`src/rtl/sram_fifo_ctrl.sv`:
```
// Show-ahead valid/ready FIFO controller wrapping a 1r1w OpenRAM macro (clk0 = clk1 = clk).
// Optional peak-level watermark (max_level_out, wm_clear_in) under `SRAM_FIFO_CTRL_WATERMARK_EN.
`timescale 1ns/1ps
module sram_fifo_ctrl #(
   parameter int DATA_WIDTH   = 8,
   parameter int ADDR_WIDTH   = 10,
   parameter int AFULL_THRESH = 1020
) (
   input  logic                  clk,
   input  logic                  arst_n_in,
   input  logic                  flush_in,
   input  logic                  wr_valid_in,
   output logic                  wr_ready_out,
   input  logic [DATA_WIDTH-1:0] wr_data_in,
   output logic                  rd_valid_out,
   input  logic                  rd_ready_in,
   output logic [DATA_WIDTH-1:0] rd_data_out,
   output logic [ADDR_WIDTH+1:0] level_out,
   output logic                  almost_full_out,
`ifdef SRAM_FIFO_CTRL_WATERMARK_EN
   input  logic                  wm_clear_in,
   output logic [ADDR_WIDTH+1:0] max_level_out,
`endif
   output logic                  sram_csb0_out,
   output logic [ADDR_WIDTH-1:0] sram_addr0_out,
   output logic [DATA_WIDTH-1:0] sram_din0_out,
   output logic                  sram_csb1_out,
   output logic [ADDR_WIDTH-1:0] sram_addr1_out,
   input  logic [DATA_WIDTH-1:0] sram_dout1_in
);

   logic [ADDR_WIDTH-1:0] wr_ptr, rd_ptr, addr0_q;
   logic [DATA_WIDTH-1:0] din0_q, obuf_tail;
   logic [ADDR_WIDTH:0]   sram_cnt;
   logic                  rd_pend;
   logic [1:0]            obuf_cnt;
   logic [ADDR_WIDTH+1:0] level_nxt;
   logic [2:0]            occ;
   logic                  wr_acc, pop, issue;

   always_comb begin
      wr_ready_out   = !sram_cnt[ADDR_WIDTH] && !flush_in;
      wr_acc         = wr_valid_in && wr_ready_out;
      rd_valid_out   = (obuf_cnt != 2'd0);
      pop            = rd_valid_out && rd_ready_in && !flush_in;
      occ            = {1'b0, obuf_cnt} + {2'b00, rd_pend};
      // Only committed entries are read, so addr1 never equals a same-cycle addr0.
      issue          = !flush_in && (sram_cnt != '0) &&
                       ((occ < 3'd2) || (pop && (occ == 3'd2)));
      sram_csb0_out  = !wr_acc;
      sram_addr0_out = wr_acc ? wr_ptr : addr0_q;
      sram_din0_out  = wr_acc ? wr_data_in : din0_q;
      sram_csb1_out  = !issue;
      sram_addr1_out = rd_ptr;
      level_nxt      = level_out + {{(ADDR_WIDTH+1){1'b0}}, wr_acc}
                                 - {{(ADDR_WIDTH+1){1'b0}}, pop};
   end

   always_ff @(posedge clk or negedge arst_n_in) begin
      if (!arst_n_in) begin
         wr_ptr          <= '0;
         rd_ptr          <= '0;
         addr0_q         <= '0;
         din0_q          <= '0;
         sram_cnt        <= '0;
         rd_pend         <= 1'b0;
         level_out       <= '0;
         almost_full_out <= 1'b0;
      end else if (flush_in) begin
         wr_ptr          <= '0;
         rd_ptr          <= '0;
         sram_cnt        <= '0;
         rd_pend         <= 1'b0;
         level_out       <= '0;
         almost_full_out <= 1'b0;
      end else begin
         if (wr_acc) begin
            wr_ptr  <= wr_ptr + 1'b1;
            addr0_q <= wr_ptr;
            din0_q  <= wr_data_in;
         end
         if (issue)
            rd_ptr <= rd_ptr + 1'b1;
         case ({wr_acc, issue})
            2'b10:   sram_cnt <= sram_cnt + 1'b1;
            2'b01:   sram_cnt <= sram_cnt - 1'b1;
            default: sram_cnt <= sram_cnt;
         endcase
         rd_pend         <= issue;
         level_out       <= level_nxt;
         almost_full_out <= (level_nxt >= (ADDR_WIDTH+2)'(AFULL_THRESH));
      end
   end

   // rd_data_out is the head slot; obuf_tail holds the second entry.
   always_ff @(posedge clk or negedge arst_n_in) begin
      if (!arst_n_in) begin
         obuf_cnt    <= 2'd0;
         rd_data_out <= '0;
         obuf_tail   <= '0;
      end else if (flush_in) begin
         obuf_cnt    <= 2'd0;
         rd_data_out <= '0;
      end else begin
         case ({rd_pend, pop})
            2'b10: begin
               if (obuf_cnt == 2'd0) rd_data_out <= sram_dout1_in;
               else                  obuf_tail   <= sram_dout1_in;
               obuf_cnt <= obuf_cnt + 1'b1;
            end
            2'b01: begin
               rd_data_out <= obuf_tail;
               obuf_cnt    <= obuf_cnt - 1'b1;
            end
            2'b11: begin
               if (obuf_cnt == 2'd1) begin
                  rd_data_out <= sram_dout1_in;
               end else begin
                  rd_data_out <= obuf_tail;
                  obuf_tail   <= sram_dout1_in;
               end
            end
            default: obuf_cnt <= obuf_cnt;
         endcase
      end
   end

`ifdef SRAM_FIFO_CTRL_WATERMARK_EN
   always_ff @(posedge clk or negedge arst_n_in) begin
      if (!arst_n_in)
         max_level_out <= '0;
      else if (flush_in)
         max_level_out <= '0;
      else if (wm_clear_in)
         max_level_out <= level_out;
      else if (level_out > max_level_out)
         max_level_out <= level_out;
   end
`endif

endmodule

```
`config.mk`:
```
export PLATFORM = sky130hd
export DESIGN_NAME = sram_fifo_ctrl
export DESIGN_NICKNAME = d
export VERILOG_FILES = /design/src/rtl/sram_fifo_ctrl.sv
export SDC_FILE = /design/constraint.sdc
export NUM_CORES = 1
export LEC_CHECK = 0
export CORE_MARGIN = 2
export CORE_UTILIZATION = 45
export DETAILED_ROUTE_END_ITERATION = 7
export DONT_BUFFER_PORTS = 1
export GPL_TIMING_DRIVEN = 0
export SLEW_MARGIN = 25
export SYNTH_ARGS = -nofsm -noshare
export SYNTH_HDL_FRONTEND = slang
export SYNTH_SLANG_ARGS = --single-unit
```
`constraint.sdc`:
```
create_clock -name clk -period 4.5 [get_ports clk]
set_input_delay 0 -clock clk [delete_from_list [all_inputs] [get_ports clk]]
set_output_delay 0 -clock clk [all_outputs]
set_load 0.005 [all_outputs]
```
==> results of run 1 <==
-- state kept, by name, indices dropped and copies added, names as in the netlist --
signal	cells
sram_cnt	11
sram_addr1_out	10
rd_pend	1
level_out	12
obuf_cnt	2
almost_full_out	1
rd_data_out	8
wr_ptr	10
obuf_tail	8
addr0_q	10
din0_q	8
-- report_power, final --
group | switching (mW) | total (mW) | internal [mW] | leakage [nW]
clock network | 0.267 | 0.647 | 0.381 | 0.122
logic | 0.841 | 1.50 | 0.655 | 1.44
registers | 0.147 | 1.06 | 0.916 | 1.07
total | 1.25 | 3.21 | 1.95 | 2.63
-- final timing paths --
check                                               from  slack (ns)                       endpoint
worst max-delay path            sram_cnt[10]$_DFFE_PN0P_        0.27      almost_full_out$_DFF_PN0_
worst min-delay path                         rd_ready_in        0.02     rd_data_out[3]$_DFFE_PN0P_
worst max register to register  sram_cnt[10]$_DFFE_PN0P_        0.27      almost_full_out$_DFF_PN0_
worst min register to register    addr0_q[7]$_DFFE_PN0N_        0.47         addr0_q[7]$_DFFE_PN0N_
max in group asynchronous                      arst_n_in        3.97  sram_addr1_out[3]$_DFFE_PN0P_
min in group asynchronous                      arst_n_in        0.20         level_out[7]$_DFF_PN0_
-- per-stage QoR --
stage / setup TNS, ns / setup WS (ns) / instances / cell area [sq um]
2_1_floorplan: 0 / 0.753 / 488 / 4530
3_3_place_gp: 0 / 0.140 / 621 / 4700
3_5_place_dp: 0 / 0.125 / 621 / 4700
4_1_cts: 0 / 0.0738 / 656 / 5160
5_1_grt: -0.0257 / -0.0257 / 656 / 5160
6_report: 0 / 0.265 / 656 / 5160
-- logic make-up (layout without fill, tap and decap cells) --
kind of cell    count (synthesis)  after routing  share of synthesized area
flops                          81             81                      0.447
xor+xnor                       23             23                     0.0445
compound gates                 92             92                      0.135
simple gates                  208            208                      0.209
fa+ha+maj                      30             30                     0.0862
buf+inv                        33             68                     0.0290
mux                            21             21                     0.0492
-- metal layers --
metal	up-vias	part of all wire	wire length (um)	GRT usage
li1	1761	-	-	-
met1	1630	0.49	4770	0.256
met2	70	0.44	4310	0.287
met3	12	0.060	589	0.0576
met4	0	0.016	158	0.0618
met5	-	0	0	0
-- synth_stat cells (9+ instances only) --
master                     instances
sky130_fd_sc_hd__inv_1            17
sky130_fd_sc_hd__clkbuf_1         11
sky130_fd_sc_hd__xnor2_1          11
sky130_fd_sc_hd__xor2_1           12
sky130_fd_sc_hd__o21ai_0           9
sky130_fd_sc_hd__nand3_1          12
sky130_fd_sc_hd__a21oi_1          22
sky130_fd_sc_hd__dfrtp_1          81
sky130_fd_sc_hd__mux2_2            9
sky130_fd_sc_hd__nor2_1           31
sky130_fd_sc_hd__a21o_1           11
sky130_fd_sc_hd__o21ai_1          14
sky130_fd_sc_hd__ha_1             28
sky130_fd_sc_hd__nand2_1         111
sky130_fd_sc_hd__and3_1           10
sky130_fd_sc_hd__mux2i_1          11
-- what timing repair did --
action | 4_1_cts | 5_1_grt
endpoints found under the hold margin | 111 | 0
endpoints found under the setup margin | 0 | 4
gates resized for setup | 0 | 4
hold buffers | 20 | 0
-- worst max-delay path, delay by kind of cell, from the launching register on --
family	cells	cell delay, ns
flip-flops	1	0.48
buffers and inverters	4	0.87
adder cells (fa/ha/maj)	3	0.78
AO/OA/AOI/OAI	4	0.96
AND/OR/NAND/NOR	3	0.65
multiplexers	1	0.36
-- area by class of cell --
cell class | count | area share
Inverter | 20 | 0.0150
Tap cell | 133 | 0.0323
Sequential cell | 81 | 0.393
Buffer | 13 | 0.0107
Timing Repair Buffer | 20 | 0.0422
Multi-Input combinational cell | 374 | 0.460
Clock buffer | 10 | 0.0267
Clock inverter | 5 | 0.0201
==> impl_metrics.prom, run 1 <==
# TYPE chip_impl_metric gauge
chip_impl_metric{name="number_of_endpoints_failing_setup_at_the_final_stage",unit=""} 0
chip_impl_info{name="critPathSlowestCell",value="sky130_fd_sc_hd__dfrtp_1"} 1
chip_impl_metric{name="dp_hpwl",unit="um"} 6730
chip_impl_metric{name="via_count_of_the_first_global_routing_pass",unit=""} 3365
chip_impl_metric{name="cts.clk_slew.worst_paths",unit="ns"} 0.08
chip_impl_metric{name="required_arrival_time_at_the_worst_endpoint",unit="ns"} 4.74
chip_impl_metric{name="static-leakage-power",unit="nW"} 2.63
chip_impl_metric{name="synth.avg_cell_area",unit="sq um"} 9.28
chip_impl_metric{name="post_drt_wl_per_cell",unit="um"} 15.0
chip_impl_metric{name="multi_input_comb_area",unit="sq mm"} 0.00237
chip_impl_metric{name="timing.max_cap.violations",unit=""} 0
chip_impl_info{name="unrepaired_setup_endpoints_after_global_routing",value="true"} 1
chip_impl_metric{name="cts.sinks",unit=""} 81
chip_impl_metric{name="worstMarginPinSlew",unit="ns"} 0.739
chip_impl_metric{name="detailedRoute.firstIterationViolations",unit=""} 126
chip_impl_metric{name="max_rail_drop_vdd",unit="mV"} 0.311
chip_impl_metric{name="timing.clock.skew",unit="ns"} 0.00752
chip_impl_metric{name="route.detailed.drc",unit=""} 0
chip_impl_metric{name="ys_warn_count",unit=""} 0
chip_impl_metric{name="placementRows",unit=""} 36
chip_impl_metric{name="worst_slew_margin_rel",unit=""} 0.507
chip_impl_metric{name="maximum_number_of_pins_on_one_net_before_global_route_repair",unit=""} 82
chip_impl_metric{name="edff_count_synth",unit=""} 0
chip_impl_metric{name="netlist_instances",unit=""} 488
chip_impl_metric{name="async_reset_ff_frac",unit=""} 1.00
chip_impl_metric{name="hold-path-cell-count",unit=""} 3
chip_impl_metric{name="layout_utilization",unit=""} 0.528
chip_impl_metric{name="layout_overhead_on_the_synthesized_area",unit="%"} 13.9
chip_impl_metric{name="area_used_by_sequential_logic_in_the_layout",unit="sq mm"} 0.00203
chip_impl_metric{name="cts_made_buffers",unit=""} 9
chip_impl_metric{name="fmax",unit="GHz"} 0.236
chip_impl_metric{name="post-cts-setup-buffer-count",unit=""} 0
chip_impl_metric{name="synth_seq_cells",unit=""} 81
chip_impl_metric{name="ioPinCount",unit=""} 74
chip_impl_info{name="endpoint_kind",value="flip-flop"} 1
chip_impl_info{name="crit_path_start_kind",value="flip-flop"} 1
chip_impl_metric{name="initial_core_util",unit=""} 0.464
chip_impl_metric{name="final_nets",unit=""} 570
chip_impl_metric{name="drt.antenna.violating_nets",unit=""} 0
chip_impl_info{name="ys_dominant_reg_cell",value="sky130_fd_sc_hd__dfrtp_1"} 1
chip_impl_metric{name="die_h",unit="um"} 104
chip_impl_metric{name="io_buffer_count",unit=""} 0
chip_impl_metric{name="post-route-min-period",unit="ns"} 4.23
chip_impl_metric{name="drt_pre_antenna_iters",unit=""} 4
chip_impl_info{name="cp_cell_sequence",value="nand2b_1 > nor2_1 > inv_2 > clkbuf_1 > buf_2 > ha_1 > inv_1 > ha_1 > fa_1 > a21o_1 > a2111oi_2 > o21ai_1 > a21oi_1 > mux2_1 > or3b_1"} 1
chip_impl_metric{name="insertedDiodeCount",unit=""} 0
chip_impl_metric{name="final_layout_size_suffix_gt1_frac",unit=""} 0.0688
chip_impl_metric{name="powerDensity",unit="mW/mm^2"} 621
chip_impl_info{name="commonest_non_fill_non_tap_cell_in_the_layout",value="sky130_fd_sc_hd__nand2_1"} 1
chip_impl_metric{name="worst-endpoint-arrival",unit="ns"} 4.48
chip_impl_metric{name="via_count",unit=""} 3473
chip_impl_info{name="cts-root-buf",value="sky130_fd_sc_hd__clkbuf_8"} 1
chip_impl_metric{name="final.period_utilization",unit=""} 0.941
chip_impl_metric{name="place_congestion",unit=""} 0.849
chip_impl_metric{name="grt_first_pass_wirelength",unit="um"} 16600
chip_impl_metric{name="layout.filler_cells",unit=""} 912
chip_impl_metric{name="reg2reg_depth",unit=""} 15
chip_impl_metric{name="final-hold-violation-count",unit=""} 0
chip_impl_info{name="cell_accounting_for_the_most_synthesized_area",value="sky130_fd_sc_hd__dfrtp_1"} 1
chip_impl_metric{name="cts-htree-levels",unit=""} 3
chip_impl_metric{name="coreArea",unit="sq mm"} 0.00977
chip_impl_metric{name="slew_violations",unit=""} 0
chip_impl_metric{name="worst_hold_slack",unit="ns"} 0.0220
chip_impl_info{name="setup.worst_path.class",value="reg2reg"} 1
chip_impl_info{name="most_used_cells_in_the_layout_excluding_fill_and_tap_cells",value="sky130_fd_sc_hd__nand2_1 (111), sky130_fd_sc_hd__dfrtp_1 (81), sky130_fd_sc_hd__nor2_1 (30)"} 1
chip_impl_metric{name="design.die.area",unit="sq mm"} 0.0109
chip_impl_metric{name="synth_seq_area_share",unit=""} 0.447
chip_impl_info{name="worst_hold_path_type",value="in2reg"} 1
chip_impl_metric{name="total_power",unit="mW"} 3.21
chip_impl_metric{name="clk_path_buf_depth",unit=""} 2
chip_impl_metric{name="insertion_delay",unit="ns"} 0.36
chip_impl_metric{name="synth_fp_nets",unit=""} 539
chip_impl_metric{name="synth.top_cell.area_share",unit=""} 0.447
chip_impl_metric{name="vias_per_cell",unit=""} 5.29
chip_impl_metric{name="dieWidth",unit="um"} 104
chip_impl_metric{name="path_max_fanout",unit=""} 11
chip_impl_metric{name="synth.cell_area",unit="sq mm"} 0.00453
chip_impl_metric{name="ys_types",unit=""} 54
chip_impl_info{name="run_status",value="finished, final reports clean"} 1
chip_impl_metric{name="biggest_cell_delay_along_the_critical_path",unit="ns"} 0.48
chip_impl_metric{name="number_of_antenna_violations_at_the_first_check_in_global_routing",unit=""} 0
chip_impl_metric{name="globalRoute.totalOverflow",unit=""} 0
chip_impl_metric{name="groute.usage.overall",unit=""} 0.188
chip_impl_info{name="crit_top_cell",value="sky130_fd_sc_hd__ha_1"} 1
chip_impl_metric{name="routed_wl",unit="um"} 9830
chip_impl_info{name="synth.area.top_cells",value="sky130_fd_sc_hd__dfrtp_1 (45%), sky130_fd_sc_hd__nand2_1 (9.2%), sky130_fd_sc_hd__ha_1 (7.7%)"} 1
chip_impl_info{name="tritoncts",value="yes"} 1
No activity file was read; power rests on OpenSTA's default activity.
==> run 2, diff against run 1 <==
Settings changed: CORE_ASPECT_RATIO from default to 1.5.
==> run 2 against run 1 <==
Clock skew is 0.00065 ns lower. Sequential share of layout area decreased by 0.22 points. Highest routed layer unchanged. Critical path type unchanged. Die area increased by 0.15%. Core utilization is 0.46 points higher. Worst setup slack better by 0.016 ns. Hold slack worse by 0.016 ns. Fmax rose by 0.39%. Final cell count decreased by 2.7%. Combinational power is essentially flat.
==> impl_metrics.prom, run 2 (synthesis gave the netlist of run 1 again) <==
# TYPE chip_impl_metric gauge
chip_impl_info{name="run_status",value="finished, final reports clean"} 1
chip_impl_metric{name="number_of_antenna_violations_at_the_first_check_in_global_routing",unit=""} 0
chip_impl_metric{name="cts-htree-levels",unit=""} 3
chip_impl_metric{name="vias_per_cell",unit=""} 5.63
chip_impl_info{name="crit_path_start_kind",value="flip-flop"} 1
chip_impl_metric{name="final.period_utilization",unit=""} 0.937
chip_impl_metric{name="drt.antenna.violating_nets",unit=""} 0
chip_impl_metric{name="final_nets",unit=""} 570
chip_impl_metric{name="post_drt_wl_per_cell",unit="um"} 16.2
chip_impl_metric{name="slew_violations",unit=""} 0
chip_impl_metric{name="insertion_delay",unit="ns"} 0.34
chip_impl_metric{name="required_arrival_time_at_the_worst_endpoint",unit="ns"} 4.72
chip_impl_info{name="most_used_cells_in_the_layout_excluding_fill_and_tap_cells",value="sky130_fd_sc_hd__nand2_1 (111), sky130_fd_sc_hd__dfrtp_1 (81), sky130_fd_sc_hd__nor2_1 (30)"} 1
chip_impl_metric{name="share_clk_of_total_power",unit=""} 0.223
chip_impl_metric{name="sw_frac_of_total",unit=""} 0.393
chip_impl_metric{name="post-route-min-period",unit="ns"} 4.22
chip_impl_metric{name="internal_power",unit="mW"} 2.02
chip_impl_metric{name="die_h",unit="um"} 127
chip_impl_metric{name="largest_reg_flops",unit=""} 12
chip_impl_metric{name="cts.clk_slew.worst_paths",unit="ns"} 0.06
chip_impl_metric{name="biggest_cell_delay_along_the_critical_path",unit="ns"} 0.46
chip_impl_metric{name="total_power",unit="mW"} 3.32
chip_impl_metric{name="final.setup.tns",unit="ns"} 0
chip_impl_metric{name="combPwrFrac",unit=""} 0.456
chip_impl_metric{name="via_count",unit=""} 3592
chip_impl_metric{name="route.detailed.drc",unit=""} 0
chip_impl_metric{name="dieWidth",unit="um"} 85.9
chip_impl_metric{name="via_count_of_the_first_global_routing_pass",unit=""} 3773
chip_impl_metric{name="cts_made_buffers",unit=""} 9
chip_impl_metric{name="ioPinCount",unit=""} 74
chip_impl_metric{name="clk_path_buf_depth",unit=""} 2
chip_impl_metric{name="place_congestion",unit=""} 0.801
chip_impl_info{name="unrepaired_setup_endpoints_after_global_routing",value="false"} 1
chip_impl_metric{name="layout_utilization",unit=""} 0.532
chip_impl_metric{name="io_buffer_count",unit=""} 0
chip_impl_metric{name="seq_power_share",unit=""} 0.322
chip_impl_metric{name="timing.max_cap.violations",unit=""} 0
chip_impl_metric{name="placed_cells",unit=""} 603
chip_impl_metric{name="grt_first_pass_wirelength",unit="um"} 17600
chip_impl_info{name="endpoint_kind",value="flip-flop"} 1
chip_impl_info{name="cell_family_with_most_cp_delay",value="adder cells"} 1
chip_impl_metric{name="groute.usage.overall",unit=""} 0.202
chip_impl_metric{name="placementRows",unit=""} 44
chip_impl_metric{name="worst_slack",unit="ns"} 0.282
chip_impl_metric{name="detailedRoute.firstIterationViolations",unit=""} 136
chip_impl_info{name="commonest_non_fill_non_tap_cell_in_the_layout",value="sky130_fd_sc_hd__nand2_1"} 1
chip_impl_metric{name="insertedDiodeCount",unit=""} 0
chip_impl_info{name="largestRegisters",value="level_out: 12 flops, sram_cnt: 11 flops"} 1
chip_impl_metric{name="worstMarginPinSlew",unit="ns"} 0.730
chip_impl_metric{name="dp_hpwl",unit="um"} 7220
chip_impl_info{name="worst_hold_path_type",value="in2reg"} 1
chip_impl_info{name="cts-root-buf",value="sky130_fd_sc_hd__clkbuf_16"} 1
chip_impl_metric{name="total_switching_power",unit="mW"} 1.30
chip_impl_metric{name="final_cells",unit=""} 638
chip_impl_info{name="cp_cell_sequence",value="nand2b_1 > nor2_1 > inv_2 > clkbuf_1 > clkbuf_2 > ha_1 > inv_1 > ha_1 > fa_1 > a21o_1 > a2111oi_2 > o21ai_1 > a21oi_1 > mux2_1 > or3b_1"} 1
chip_impl_metric{name="cts.sinks",unit=""} 81
chip_impl_metric{name="final_layout_size_suffix_gt1_frac",unit=""} 0.0688
chip_impl_metric{name="fmax",unit="GHz"} 0.237
chip_impl_metric{name="globalRoute.totalOverflow",unit=""} 0
chip_impl_metric{name="initial_core_util",unit=""} 0.465
chip_impl_info{name="crit_top_cell",value="sky130_fd_sc_hd__ha_1"} 1
chip_impl_metric{name="maximum_number_of_pins_on_one_net_before_global_route_repair",unit=""} 82
chip_impl_info{name="critPathSlowestCell",value="sky130_fd_sc_hd__dfrtp_1"} 1
chip_impl_metric{name="powerDensity",unit="mW/mm^2"} 640
chip_impl_metric{name="path_max_fanout",unit=""} 11
chip_impl_info{name="top_register",value="level_out"} 1
chip_impl_metric{name="final-hold-violation-count",unit=""} 0
chip_impl_metric{name="worst_slew_margin_rel",unit=""} 0.514
chip_impl_metric{name="pre_cts_slack",unit="ns"} 0.0895
chip_impl_metric{name="layout_overhead_on_the_synthesized_area",unit="%"} 14.5
chip_impl_metric{name="drt_pre_antenna_iters",unit=""} 4
chip_impl_metric{name="design.die.area",unit="sq mm"} 0.0109
chip_impl_metric{name="routed_wl",unit="um"} 10400
chip_impl_metric{name="path_buf_inv",unit=""} 4
chip_impl_metric{name="number_of_endpoints_failing_setup_at_the_final_stage",unit=""} 0
chip_impl_metric{name="max_rail_drop_vdd",unit="mV"} 0.225
chip_impl_metric{name="timing.clock.skew",unit="ns"} 0.00687
chip_impl_info{name="tritoncts",value="yes"} 1
chip_impl_metric{name="coreArea",unit="sq mm"} 0.00974
chip_impl_metric{name="static-leakage-power",unit="nW"} 2.66
chip_impl_metric{name="worst-endpoint-arrival",unit="ns"} 4.43
chip_impl_info{name="setup.worst_path.class",value="reg2reg"} 1
## run 2: metrics by stage
stage	hold slack [ns]	instance area [sq um]
2_1_floorplan	-0.296	4530
3_3_place_gp	-0.294	4670
3_5_place_dp	-0.293	4670
4_1_cts	0.00310	5180
5_1_grt	0.0198	5190
6_report	0.00636	5190
## run 2: final timing paths
kind                                           from                   endpoint  slack, ns  cells past startpoint
setup / recovery           sram_cnt[10]$_DFFE_PN0P_  almost_full_out$_DFF_PN0_       0.28                     15
hold / removal                          wr_valid_in   sram_cnt[10]$_DFFE_PN0P_      0.006                      3
setup reg to reg           sram_cnt[10]$_DFFE_PN0P_  almost_full_out$_DFF_PN0_       0.28                     15
hold reg to reg              addr0_q[2]$_DFFE_PN0N_     addr0_q[2]$_DFFE_PN0N_       0.47                      2
max in group asynchronous                 arst_n_in   obuf_tail[6]$_DFFE_PN0P_       3.95                      2
min in group asynchronous                 arst_n_in     level_out[6]$_DFF_PN0_       0.22                      2
## run 2: layout make-up
| type | instances | area, sq um |
|---|---|---|
| buffer | 13 | 55.1 |
| clock buffer | 10 | 239 |
| clock inverter | 5 | 53.8 |
| fill | 915 | 4560 |
| inverter | 20 | 77.6 |
| multi-input combinational | 374 | 2370 |
| sequential | 81 | 2030 |
| tap | 115 | 144 |
| timing repair buffer | 20 | 218 |
## run 2: power groups by stage
stage | sequential (mW) | combinational (mW) | clock, mW
finish | 1.07 | 1.51 | 0.739
global route | 1.09 | 1.72 | 0.783
CTS | 1.07 | 1.51 | 0.752
detailed placement | 1.08 | 1.46 | 0
global placement | 1.08 | 1.43 | 0
floorplan | 1.04 | 1.20 | 0
## run 2: worst register-to-register path, stage by stage (launching register included)
cell,delay [ns]
sky130_fd_sc_hd__dfrtp_1,0.46
sky130_fd_sc_hd__nand2b_1,0.23
sky130_fd_sc_hd__nor2_1,0.16
sky130_fd_sc_hd__inv_2,0.09
sky130_fd_sc_hd__clkbuf_1,0.24
sky130_fd_sc_hd__clkbuf_2,0.28
sky130_fd_sc_hd__ha_1,0.33
sky130_fd_sc_hd__inv_1,0.04
sky130_fd_sc_hd__ha_1,0.21
sky130_fd_sc_hd__fa_1,0.41
sky130_fd_sc_hd__a21o_1,0.22
sky130_fd_sc_hd__a2111oi_2,0.41
sky130_fd_sc_hd__o21ai_1,0.12
sky130_fd_sc_hd__a21oi_1,0.18
sky130_fd_sc_hd__mux2_1,0.35
sky130_fd_sc_hd__or3b_1,0.37
## run 2: layer usage
layer	share of wire	track usage	vias up	wire length, um
met1	0.43	0.239	1734	4420
li1	-	-	1755	-
met3	0.031	0.0384	29	321
met4	0.029	0.0868	0	305
met2	0.51	0.351	74	5310
met5	0	0	-	0
## run 2: what timing repair did
action | CTS | global route
endpoints found under the setup margin | 0 | 4
endpoints found under the hold margin | 111 | 0
hold buffers | 20 | 0
buffers inserted | 0 | 0
gates resized for setup | 0 | 3
==> run 3, diff against run 2 <==
Settings changed: ABC_AREA from default to 1.
==> run 3 against run 2 <==
Core utilization fell by 0.93 points. Worst setup slack better by 0.98 ns. Highest routed layer unchanged. Cell area grew 5.6%. Die area rose by 5.6%. Register-to-register slack better by 0.98 ns. Total power is 2.1% higher. Area after synthesis up 5.9%. Sequential share of layout area decreased by 2.1 points. Via count increased by 17%. Synthesized cell count is 32% higher. Global-route usage is 0.84 points higher. First-iteration DRC count increased by 91%. Largest power group unchanged.
==> impl_metrics.prom, run 3 <==
# TYPE chip_impl_metric gauge
chip_impl_info{name="top_register",value="level_out"} 1
chip_impl_info{name="synth_common_cells",value="sky130_fd_sc_hd__nand2_1 (187), sky130_fd_sc_hd__inv_1 (88), sky130_fd_sc_hd__dfrtp_1 (81)"} 1
chip_impl_metric{name="worst-endpoint-arrival",unit="ns"} 3.47
chip_impl_metric{name="synth_fa_ha_area_frac",unit=""} 0.0814
chip_impl_metric{name="ys_warn_count",unit=""} 0
chip_impl_metric{name="met1_usage",unit=""} 0.225
chip_impl_metric{name="synth.top_cell.area_share",unit=""} 0.423
chip_impl_metric{name="routed_wl",unit="um"} 11500
chip_impl_metric{name="place_congestion",unit=""} 0.850
chip_impl_metric{name="path_max_fanout",unit=""} 11
chip_impl_metric{name="synth.cell_area",unit="sq mm"} 0.00480
chip_impl_metric{name="fmax",unit="GHz"} 0.309
chip_impl_metric{name="io_buffer_count",unit=""} 0
chip_impl_metric{name="timing.clock.skew",unit="ns"} 0.00642
chip_impl_metric{name="dieWidth",unit="um"} 88.3
chip_impl_metric{name="slew_violations",unit=""} 0
chip_impl_metric{name="clk_path_buf_depth",unit=""} 2
chip_impl_metric{name="cts.clk_slew.worst_paths",unit="ns"} 0.06
chip_impl_metric{name="insertedDiodeCount",unit=""} 0
chip_impl_metric{name="synth.avg_cell_area",unit="sq um"} 7.45
chip_impl_metric{name="required_arrival_time_at_the_worst_endpoint",unit="ns"} 4.73
chip_impl_info{name="endpoint_kind",value="flip-flop"} 1
chip_impl_metric{name="design.die.area",unit="sq mm"} 0.0115
chip_impl_info{name="cp_cell_sequence",value="nor2_1 > nand2_1 > buf_2 > buf_2 > ha_1 > inv_1 > ha_1 > fa_1 > nand3_1 > nand2_1 > nand2_1 > nand2_1 > nand3_1 > nand2_1 > nand2_1 > nand2_1 > nand3_1 > nand2_1"} 1
chip_impl_info{name="main_combinational_cell_family_by_area_after_synthesis",value="simple AND/OR/NAND/NOR gates"} 1
chip_impl_metric{name="synth_compound_gate_area_share",unit=""} 0.114
chip_impl_metric{name="synth.area.mux_share",unit=""} 0
chip_impl_info{name="setup.worst_path.class",value="reg2reg"} 1
chip_impl_metric{name="synth_fp_nets",unit=""} 695
chip_impl_metric{name="grt_first_pass_wirelength",unit="um"} 18900
chip_impl_metric{name="ctsResizeCount",unit=""} 0
chip_impl_metric{name="max_rail_drop_vdd",unit="mV"} 0.247
chip_impl_metric{name="initial_core_util",unit=""} 0.458
chip_impl_info{name="cts-root-buf",value="sky130_fd_sc_hd__clkbuf_16"} 1
chip_impl_info{name="tritoncts",value="yes"} 1
chip_impl_metric{name="largest_reg_flops",unit=""} 12
chip_impl_info{name="largestRegisters",value="level_out: 12 flops, sram_cnt: 11 flops"} 1
chip_impl_metric{name="route.detailed.drc",unit=""} 0
chip_impl_metric{name="total_power",unit="mW"} 3.39
chip_impl_info{name="most_used_cells_in_the_layout_excluding_fill_and_tap_cells",value="sky130_fd_sc_hd__nand2_1 (187), sky130_fd_sc_hd__inv_1 (88), sky130_fd_sc_hd__dfrtp_1 (81)"} 1
chip_impl_info{name="busiest_layer",value="met2"} 1
chip_impl_metric{name="synth_seq_area_share",unit=""} 0.423
chip_impl_metric{name="synth_xor_xnor_area_share",unit=""} 0.0164
chip_impl_info{name="run_status",value="finished, final reports clean"} 1
chip_impl_metric{name="pre_cts_slack",unit="ns"} 1.25
chip_impl_metric{name="number_of_endpoints_failing_setup_at_the_final_stage",unit=""} 0
chip_impl_metric{name="async_reset_ff_frac",unit=""} 1.00
chip_impl_metric{name="ys_types",unit=""} 37
chip_impl_metric{name="maximum_number_of_pins_on_one_net_before_global_route_repair",unit=""} 82
chip_impl_metric{name="coreArea",unit="sq mm"} 0.0105
chip_impl_metric{name="vias_per_cell",unit=""} 5.11
chip_impl_metric{name="detailedRoute.firstIterationViolations",unit=""} 260
chip_impl_metric{name="dp_hpwl",unit="um"} 8490
chip_impl_metric{name="post-route-min-period",unit="ns"} 3.24
chip_impl_metric{name="globalRoute.totalOverflow",unit=""} 0
chip_impl_info{name="critPathSlowestCell",value="sky130_fd_sc_hd__fa_1"} 1
chip_impl_metric{name="via_count_of_the_first_global_routing_pass",unit=""} 4202
chip_impl_metric{name="timing.max_cap.violations",unit=""} 0
chip_impl_metric{name="drt.antenna.violating_nets",unit=""} 0
chip_impl_metric{name="drt_pre_antenna_iters",unit=""} 4
chip_impl_metric{name="ioPinCount",unit=""} 74
chip_impl_metric{name="cts.sinks",unit=""} 81
chip_impl_metric{name="final.setup.tns",unit="ns"} 0
chip_impl_metric{name="via_count",unit=""} 4201
chip_impl_metric{name="synth_seq_cells",unit=""} 81
chip_impl_metric{name="edff_count_synth",unit=""} 0
chip_impl_info{name="unrepaired_setup_endpoints_after_global_routing",value="false"} 1
chip_impl_metric{name="worst_slack",unit="ns"} 1.26
chip_impl_info{name="crit_path_start_kind",value="flip-flop"} 1
chip_impl_info{name="synth_most_common_cell",value="sky130_fd_sc_hd__nand2_1"} 1
chip_impl_metric{name="grt_use_met3",unit=""} 0.0471
chip_impl_metric{name="biggest_cell_delay_along_the_critical_path",unit="ns"} 0.45
chip_impl_metric{name="final_layout_size_suffix_gt1_frac",unit=""} 0.0531
chip_impl_metric{name="cts_made_buffers",unit=""} 9
chip_impl_info{name="cell_accounting_for_the_most_synthesized_area",value="sky130_fd_sc_hd__dfrtp_1"} 1
chip_impl_metric{name="die_h",unit="um"} 130
chip_impl_info{name="commonest_non_fill_non_tap_cell_in_the_layout",value="sky130_fd_sc_hd__nand2_1"} 1
chip_impl_info{name="synth.area.top_cells",value="sky130_fd_sc_hd__dfrtp_1 (42%), sky130_fd_sc_hd__nand2_1 (15%), sky130_fd_sc_hd__ha_1 (7.3%)"} 1
chip_impl_metric{name="final.period_utilization",unit=""} 0.719
chip_impl_metric{name="netlist_instances",unit=""} 644
chip_impl_metric{name="powerDensity",unit="mW/mm^2"} 618
chip_impl_info{name="ys_dominant_reg_cell",value="sky130_fd_sc_hd__dfrtp_1"} 1
chip_impl_metric{name="worst_slew_margin_rel",unit=""} 0.552
chip_impl_metric{name="number_of_antenna_violations_at_the_first_check_in_global_routing",unit=""} 0
chip_impl_metric{name="post_drt_wl_per_cell",unit="um"} 14.0
chip_impl_metric{name="synth_simple_gate_area_share",unit=""} 0.282
chip_impl_info{name="worst_hold_path_type",value="in2reg"} 1
chip_impl_metric{name="groute.usage.overall",unit=""} 0.210
chip_impl_metric{name="placementRows",unit=""} 46
chip_impl_metric{name="insertion_delay",unit="ns"} 0.34
chip_impl_metric{name="static-leakage-power",unit="nW"} 2.82
chip_impl_metric{name="final_nets",unit=""} 724
chip_impl_metric{name="final-hold-violation-count",unit=""} 0
chip_impl_metric{name="worstMarginPinSlew",unit="ns"} 0.672
chip_impl_metric{name="layout_overhead_on_the_synthesized_area",unit="%"} 14.3
chip_impl_metric{name="met2_routing_resource_usage_after_global_routing",unit=""} 0.400
chip_impl_info{name="crit_top_cell",value="sky130_fd_sc_hd__nand2_1"} 1
chip_impl_metric{name="cts-htree-levels",unit=""} 3
==> run 3: repair_timing <==
| item | CTS | global route |
|---|---|---|
| hold buffers | 18 | 0 |
| setup buffers | 0 | 0 |
| endpoints found under the hold margin | 105 | 0 |
==> run 3: worst max-delay path: cells and delay by family (launching register included) <==
family	cells	cell delay (ns)
flops	1	0.42
buf+inv	3	0.52
simple gates	12	1.24
fa+ha+maj	3	0.97
==> run 3: path summary, 6_finish.rpt <==
| check | cells past startpoint | slack [ns] | to | from |
|---|---|---|---|---|
| max in group asynchronous | 2 | 3.92 | addr0_q[0]$_DFFE_PN0N_ | arst_n_in |
| min in group asynchronous | 2 | 0.21 | level_out[4]$_DFF_PN0_ | arst_n_in |
| hold / removal | 2 | 0.03 | level_out[5]$_DFF_PN0_ | flush_in |
| setup reg to reg | 18 | 1.26 | almost_full_out$_DFF_PN0_ | sram_cnt[10]$_DFFE_PN0P_ |
| hold reg to reg | 2 | 0.47 | addr0_q[8]$_DFFE_PN0N_ | addr0_q[8]$_DFFE_PN0N_ |
| setup / recovery | 18 | 1.26 | almost_full_out$_DFF_PN0_ | sram_cnt[10]$_DFFE_PN0P_ |
==> run 3: stage by stage <==
step,hold slack [ns],util,std cells,instance area [sq um]
2_1_floorplan,-0.296,-,644,4800
3_3_place_gp,-0.293,0.475,788,4980
3_5_place_dp,-0.293,0.475,788,4980
4_1_cts,0.0308,0.523,822,5480
5_1_grt,0.0529,0.523,822,5480
6_report,0.0300,0.523,822,5480
==> run 3: cells by family (layout without fill, tap and decap cells) <==
logic type	after synthesis	in the layout
simple gates	323	323
buf+inv	103	137
compound gates	98	98
flops	81	81
fa+ha+maj	30	30
xor+xnor	9	9
==> run 3: final cells by class <==
type	count	area, sq um
inverter	90	338
buffer	13	66.3
sequential	81	2030
tap	144	180
timing repair buffer	18	198
multi-input combinational	460	2360
clock buffer	11	243
clock inverter	5	63.8
fill	1073	4990
==> run 3: power breakdown <==
| part | switching [mW] | total (mW) | leakage (nW) | internal [mW] |
|---|---|---|---|---|
| sequential | 0.158 | 1.08 | 1.07 | 0.923 |
| clock | 0.304 | 0.753 | 0.146 | 0.449 |
| combinational | 1.00 | 1.55 | 1.61 | 0.555 |
| total | 1.46 | 3.39 | 2.82 | 1.93 |
==> run 3: per-layer routing <==
layer	part of all wire	wire, um	up-vias
li1	-	-	2134
met1	0.40	4600	1984
met2	0.55	6340	72
met3	0.037	424	11
met4	0.014	157	0
met5	0	0	-
